## src/rtl/bp_be_stride_prefetcher.sv

```systemverilog
// bp_be_stride_prefetcher: tracks confirmed load/store strides by PC and turns each one into
// a bounded burst of block-aligned D$ prefetch requests over valid/ready.
module bp_be_stride_prefetcher #(
  parameter int vaddr_width_p = 39,
  parameter int stride_width_p = 8,
  parameter int streams_p = 4,
  parameter int depth_p = 4,
  parameter int block_offset_width_p = 6
) (
  input  logic                      clk_i,
  input  logic                      reset_n_i,
  input  logic                      start_discovery_i,
  input  logic                      confirm_discovery_i,
  input  logic [vaddr_width_p-1:0]  striding_pc_i,
  input  logic [vaddr_width_p-1:0]  eff_addr_i,
  input  logic [stride_width_p-1:0] stride_i,
  input  logic                      flush_i,
  output logic                      pf_v_o,
  output logic [vaddr_width_p-1:0]  pf_addr_o,
  input  logic                      pf_ready_i,
  output logic                      busy_o
);
  localparam int idx_w = $clog2(streams_p);
  localparam int rem_w = $clog2(depth_p + 1);
  localparam int blk_w = vaddr_width_p - block_offset_width_p;
  typedef logic [idx_w-1:0] idx_t;

  function automatic logic [vaddr_width_p-1:0] sext(input logic [stride_width_p-1:0] s);
    return {{(vaddr_width_p-stride_width_p){s[stride_width_p-1]}}, s};
  endfunction

  // Reset asserts asynchronously but releases only after two clean edges.
  logic [1:0] rst_sync_r;
  logic       rst_n;
  always_ff @(posedge clk_i or negedge reset_n_i)
    if (!reset_n_i) rst_sync_r <= '0;
    else rst_sync_r <= {rst_sync_r[0], 1'b1};
  assign rst_n = rst_sync_r[1];

  logic [streams_p-1:0]      tbl_v;
  logic [vaddr_width_p-1:0]  tbl_pc     [streams_p];
  logic [vaddr_width_p-1:0]  tbl_next   [streams_p];
  logic [stride_width_p-1:0] tbl_stride [streams_p];
  logic [rem_w-1:0]          tbl_rem    [streams_p];
  logic [blk_w-1:0]          tbl_blk    [streams_p];
  idx_t                      victim_ptr, last_grant;

  logic [streams_p-1:0] hit, cand;
  logic                 hit_any, inv_any, gnt_any;
  idx_t                 hit_idx, inv_idx, gnt_idx;
  always_comb begin
    hit_any = 1'b0;
    hit_idx = '0;
    inv_any = 1'b0;
    inv_idx = '0;
    for (int i = streams_p - 1; i >= 0; i--) begin
      hit[i]  = tbl_v[i] & (tbl_pc[i] == striding_pc_i);
      cand[i] = tbl_v[i] & (tbl_rem[i] != '0);
      if (hit[i]) begin
        hit_any = 1'b1;
        hit_idx = idx_t'(i);
      end
      if (!tbl_v[i]) begin
        inv_any = 1'b1;
        inv_idx = idx_t'(i);
      end
    end
    gnt_any = 1'b0;
    gnt_idx = '0;
    // Descending scan so the nearest entry after last_grant wins; last_grant itself is last.
    for (int k = streams_p; k >= 1; k--)
      if (cand[idx_t'(last_grant + idx_t'(k))]) begin
        gnt_any = 1'b1;
        gnt_idx = idx_t'(last_grant + idx_t'(k));
      end
  end

  logic                     do_conf, do_inv, touch, fire, issue;
  idx_t                     wr_idx, touch_idx;
  logic [blk_w-1:0]         gnt_blk;
  logic [vaddr_width_p-1:0] gnt_next;
  assign wr_idx    = hit_any ? hit_idx : inv_any ? inv_idx : victim_ptr;
  assign do_conf   = confirm_discovery_i;
  assign do_inv    = start_discovery_i & ~confirm_discovery_i & hit_any;
  assign touch     = do_conf | do_inv;
  assign touch_idx = do_conf ? wr_idx : hit_idx;
  assign fire      = gnt_any & (~pf_v_o | pf_ready_i) & ~flush_i & ~(touch & (touch_idx == gnt_idx));
  assign gnt_blk   = tbl_next[gnt_idx][vaddr_width_p-1:block_offset_width_p];
  assign gnt_next  = tbl_next[gnt_idx] + sext(tbl_stride[gnt_idx]);
  assign issue     = fire & (gnt_blk != tbl_blk[gnt_idx]);

  always_ff @(posedge clk_i or negedge rst_n)
    if (!rst_n) begin
      tbl_v      <= '0;
      victim_ptr <= '0;
      last_grant <= idx_t'(streams_p - 1);
      for (int i = 0; i < streams_p; i++) begin
        tbl_pc[i]     <= '0;
        tbl_next[i]   <= '0;
        tbl_stride[i] <= '0;
        tbl_rem[i]    <= '0;
        tbl_blk[i]    <= '0;
      end
    end else if (flush_i) tbl_v <= '0;
    else begin
      if (fire) begin
        tbl_next[gnt_idx] <= gnt_next;
        tbl_rem[gnt_idx]  <= tbl_rem[gnt_idx] - rem_w'(1);
        if (issue) tbl_blk[gnt_idx] <= gnt_blk;
        last_grant <= gnt_idx;
      end
      if (do_conf) begin
        tbl_v[wr_idx]      <= 1'b1;
        tbl_pc[wr_idx]     <= striding_pc_i;
        tbl_next[wr_idx]   <= eff_addr_i + sext(stride_i);
        tbl_stride[wr_idx] <= stride_i;
        tbl_rem[wr_idx]    <= rem_w'(depth_p);
        tbl_blk[wr_idx]    <= eff_addr_i[vaddr_width_p-1:block_offset_width_p];
        if (!hit_any && !inv_any) victim_ptr <= victim_ptr + idx_t'(1);
      end
      if (do_inv) tbl_v[hit_idx] <= 1'b0;
    end

  always_ff @(posedge clk_i or negedge rst_n)
    if (!rst_n) begin
      pf_v_o    <= 1'b0;
      pf_addr_o <= '0;
    end else if (flush_i) pf_v_o <= 1'b0;
    else if (issue) begin
      pf_v_o    <= 1'b1;
      pf_addr_o <= {gnt_blk, {block_offset_width_p{1'b0}}};
    end else if (pf_ready_i) pf_v_o <= 1'b0;

  assign busy_o = pf_v_o | (|cand);
endmodule
```

## config.mk

```make
export PLATFORM = sky130hd
export DESIGN_NAME = bp_be_stride_prefetcher
export DESIGN_NICKNAME = d
export VERILOG_FILES = /design/src/rtl/bp_be_stride_prefetcher.sv
export SDC_FILE = /design/constraint.sdc
export NUM_CORES = 2
export LEC_CHECK = 0
export BUFFER_PORTS_ARGS = -buffer_cell sky130_fd_sc_hd__buf_2
export CORE_ASPECT_RATIO = 2
export CORE_MARGIN = 2
export CORE_UTILIZATION = 45
export DETAILED_ROUTE_END_ITERATION = 6
export GPL_TIMING_DRIVEN = 0
export PLACE_DENSITY = 0.67
export SKIP_CTS_REPAIR_TIMING = 1
export SLEW_MARGIN = 10
export SYNTH_ARGS = -nofsm -noshare
export SYNTH_HDL_FRONTEND = slang
export SYNTH_SLANG_ARGS = --single-unit
```

## constraint.sdc

```tcl
create_clock -name clk_i -period 20.4 [get_ports clk_i]
set_input_delay 0 -clock clk_i [delete_from_list [all_inputs] [get_ports clk_i]]
set_output_delay 0 -clock clk_i [all_outputs]
set_load 0.01 [all_outputs]
```

==> metrics.md <==
| Metric | Value |
|---|---|
| Status | `finished with violations` |
| Failing checks | `DRC` |
| Via count | `29.6k` |
| Max Cap Viol | `0` |
| Switching pwr | `0.00184 W` |
| Drt drc | `15` |
| TritonCTS clock tree | `built` |
| Leak | `15.8 nW` |
| Netlist cell types | `82` |
| Die ar. | `70800 µm²` |
| FMAX | `97.5 MHz` |
| Global Route Usage Sum | `38.9%` |
| Pwr dens | `125 nW/µm²` |
| Finished Layout Cells | `4716` |
| Clk sink count | `532` |
| Switching share of power | `42.0%` |
| Synth Cell Area | `30800 µm²` |
| XOR/XNOR share of the synthesized area | `7.50%` |
| Pins Over Slew Limit | `0` |
| Layout cell share with drive strength beyond 1 | `8.06%` |
| Clock Power Share | `23.2%` |
| Core area | `67700 µm²` |
| Final setup TNS | `0 ps` |
| Most used cell, CP | `nor2b_1` |
| Final-report hold violation count | `0` |
| Root Buffer | `clkbuf_16` |
| Crit end category | `flop` |
| Adder-Cell Fraction of Synth Area | `2.53%` |
| Compound-Gate Fraction of Synth Area | `19.6%` |
| Remaining Overflow, GRT | `0` |
| First-pass detailed-route iteration total | `7` |
| Startpoint Class | `flop` |
| Syn Area/Cell | `8.71 µm²` |
| PortBufs | `88` |
| Synth Register Bits | `532` |
| Slew HR | `4.09%` |
| Yosys warns | `0` |
| RSZ-0062 raised after global routing | `no` |
| VDD IR-drop max | `0.0778 mV` |
| Vias in the first global route | `29.8k` |
| Final min period | `10260 ps` |
| Drt wl/cell | `29.2 µm` |
| Dominant cells by area after synthesis | `dfrtp_1 (43%), nand2_1 (9.5%), o22a_1 (5.6%)` |
| Post-DP HPWL | `101 mm` |
| Synth cell count leaders | `nand2_1 (780), dfrtp_1 (530), nor2_1 (312)` |
| Largest net degree at the start of global routing | `61` |
| Antenna violations before repair | `6` |
| Die width | `189 µm` |
| Mapped Cells | `3540` |
| Dpl ws | `10390 ps` |
| Highest-delay cell along the critical path | `buf_1` |
| DR iter-0 viols | `2926` |
| CP arrival | `10790 ps` |
| Post-synth EDFFs | `0` |
| Die Y | `374 µm` |
| Worst Skew | `30.8 ps` |
| Tcrit/Tclk final | `50.3%` |
| Worst-Skew Late Latency | `670 ps` |
| Share of the synthesized area in the top cell type | `43.0%` |
| WL final | `138 mm` |
| Post-synthesis sequential area ratio | `43.2%` |
| Ys async rst share | `100%` |
| Worst EP required | `20930 ps` |
| CTS Buffer Depth | `3` |
| Antenna Nets Post-Route | `0` |
| Placed cell count | `4533` |
| Setup Viol. Count Final | `0` |
| CP Class | `flop to flop` |
| Comb power frac | `41.9%` |
| Placement row count | `135` |
| Most common cell in the synthesized netlist | `nand2_1` |
| First-pass GRT wire length | `199 mm` |
| CP peak stage delay | `1030 ps` |
| Internal power | `0.00255 W` |
| Vias/cell | `6.28` |
| Setup WS post-layout | `10140 ps` |
| H-tree Lvls | `2` |
| Main combinational cell family by area after synthesis | `compound AO/OA/AOI/OAI gates` |
| Clock Pin Slew Worst Setup and Hold Paths | `70 ps` |
| I/O Pins | `133` |
| Area leader, netlist | `dfrtp_1` |
| Layout area overhead | `14.4%` |
| Mux contribution to synthesized area | `3.71%` |
| Max FO, Critical Path | `10` |
| CTS Buf Count | `51` |
| Initial Utilization | `45.5%` |
| Gp weighted congestion | `1.03` |
| Total Nets Final | `3933` |
| Sequential share of power | `34.9%` |
| Hold Crit Class | `input port to flop` |
| Worst slew pin tran | `1440 ps` |
| Top_reg_cell synth | `dfrtp_1` |
| Simple-gate portion of the synthesized area | `19.2%` |
==> per-stage QoR <==
stage	instance area, µm²	util [%]	total power, W	hold slack [ps]
floorplan	30900	-	0.00267	-296
global placement	32400	47.9	0.00326	-213
detailed placement	32700	48.3	0.00329	-213
CTS	34400	50.8	0.00430	-900
global route	35300	52.1	0.00458	33.0
finish	35300	52.1	0.00439	21.2
==> cells by family after synthesis <==
kind of cell | after synthesis
other | 2
adder cells (fa/ha/maj) | 61
flip-flops | 532
multiplexers | 105
AO/OA/AOI/OAI | 848
buffers and inverters | 333
XOR/XNOR | 264
AND/OR/NAND/NOR | 1395
==> worst max-delay path: cells and delay by family, from the launching register on <==
| kind | cells | cell delay, ps |
|---|---|---|
| buf+inv | 6 | 3600 |
| compound gates | 10 | 3350 |
| simple gates | 7 | 1420 |
| fa+ha+maj | 2 | 640 |
| flops | 1 | 450 |
| mux | 1 | 380 |
| xor+xnor | 1 | 240 |
==> cells in the final DEF, fill, tap and decap left out, drive strengths merged, types with 47 or more instances in the layout <==
cell,n
ha,58
dlygate4sd3,85
nand2,780
a221o,72
buf,154
o21ai,118
a21oi,205
dfrtp,530
mux2i,47
nand3,47
and3,61
clkbuf,295
nor2,312
nand4,51
mux2,58
a31oi,61
o22a,197
xor2,102
xnor2,162
inv,55
==> layer usage <==
metal,wire length (µm),global-route usage (%)
met5,40,0.210
met4,17900,40.7
met3,10800,9.00
met2,66300,65.1
met1,42700,37.9
==> cell type report <==
class | instances | area (µm²)
Antenna cell | 4 | 10.0
Buffer | 281 | 1140
Clock buffer | 70 | 1440
Clock inverter | 24 | 279
Fill cell | 6493 | 32500
Inverter | 52 | 195
Multi-Input combinational cell | 2680 | 16200
Sequential cell | 532 | 13300
Tap cell | 890 | 1110
Timing Repair Buffer | 183 | 1550
==> sequential cells by signal, summed over array words and instances (netlist names) <==
name,count
pf_v_o,1
rst_sync_r,2
victim_ptr,2
pf_addr_o,33
tbl_stride,32
tbl_blk,132
tbl_v,4
tbl_next,156
tbl_pc,156
last_grant,2
tbl_rem,12
==> power groups by stage <==
stage / Combinational [W] / Sequential (W) / Clock [W]
after floorplan: 0.00114 / 0.00153 / 0
after global placement: 0.00170 / 0.00156 / 0
after detailed placement: 0.00174 / 0.00154 / 0
after CTS: 0.00175 / 0.00153 / 0.00102
after global routing: 0.00196 / 0.00156 / 0.00106
final: 0.00184 / 0.00153 / 0.00102
==> worst paths after layout <==
path / depth (start not counted) / to / slack (ps) / startpoint
max: 27 / tbl_next[73] / 10140 / tbl_rem[0]
max in group asynchronous: 4 / tbl_pc[138] / 18230 / rst_sync_r[1]
min reg2reg: 0 / rst_sync_r[1] / 360 / rst_sync_r[0]
min in group asynchronous: 3 / rst_sync_r[1] / 180 / reset_n_i
max reg2reg: 27 / tbl_next[73] / 10140 / tbl_rem[0]
min: 4 / tbl_next[117] / 20 / eff_addr_i[0]
No activity file was read; power rests on OpenSTA's default activity.
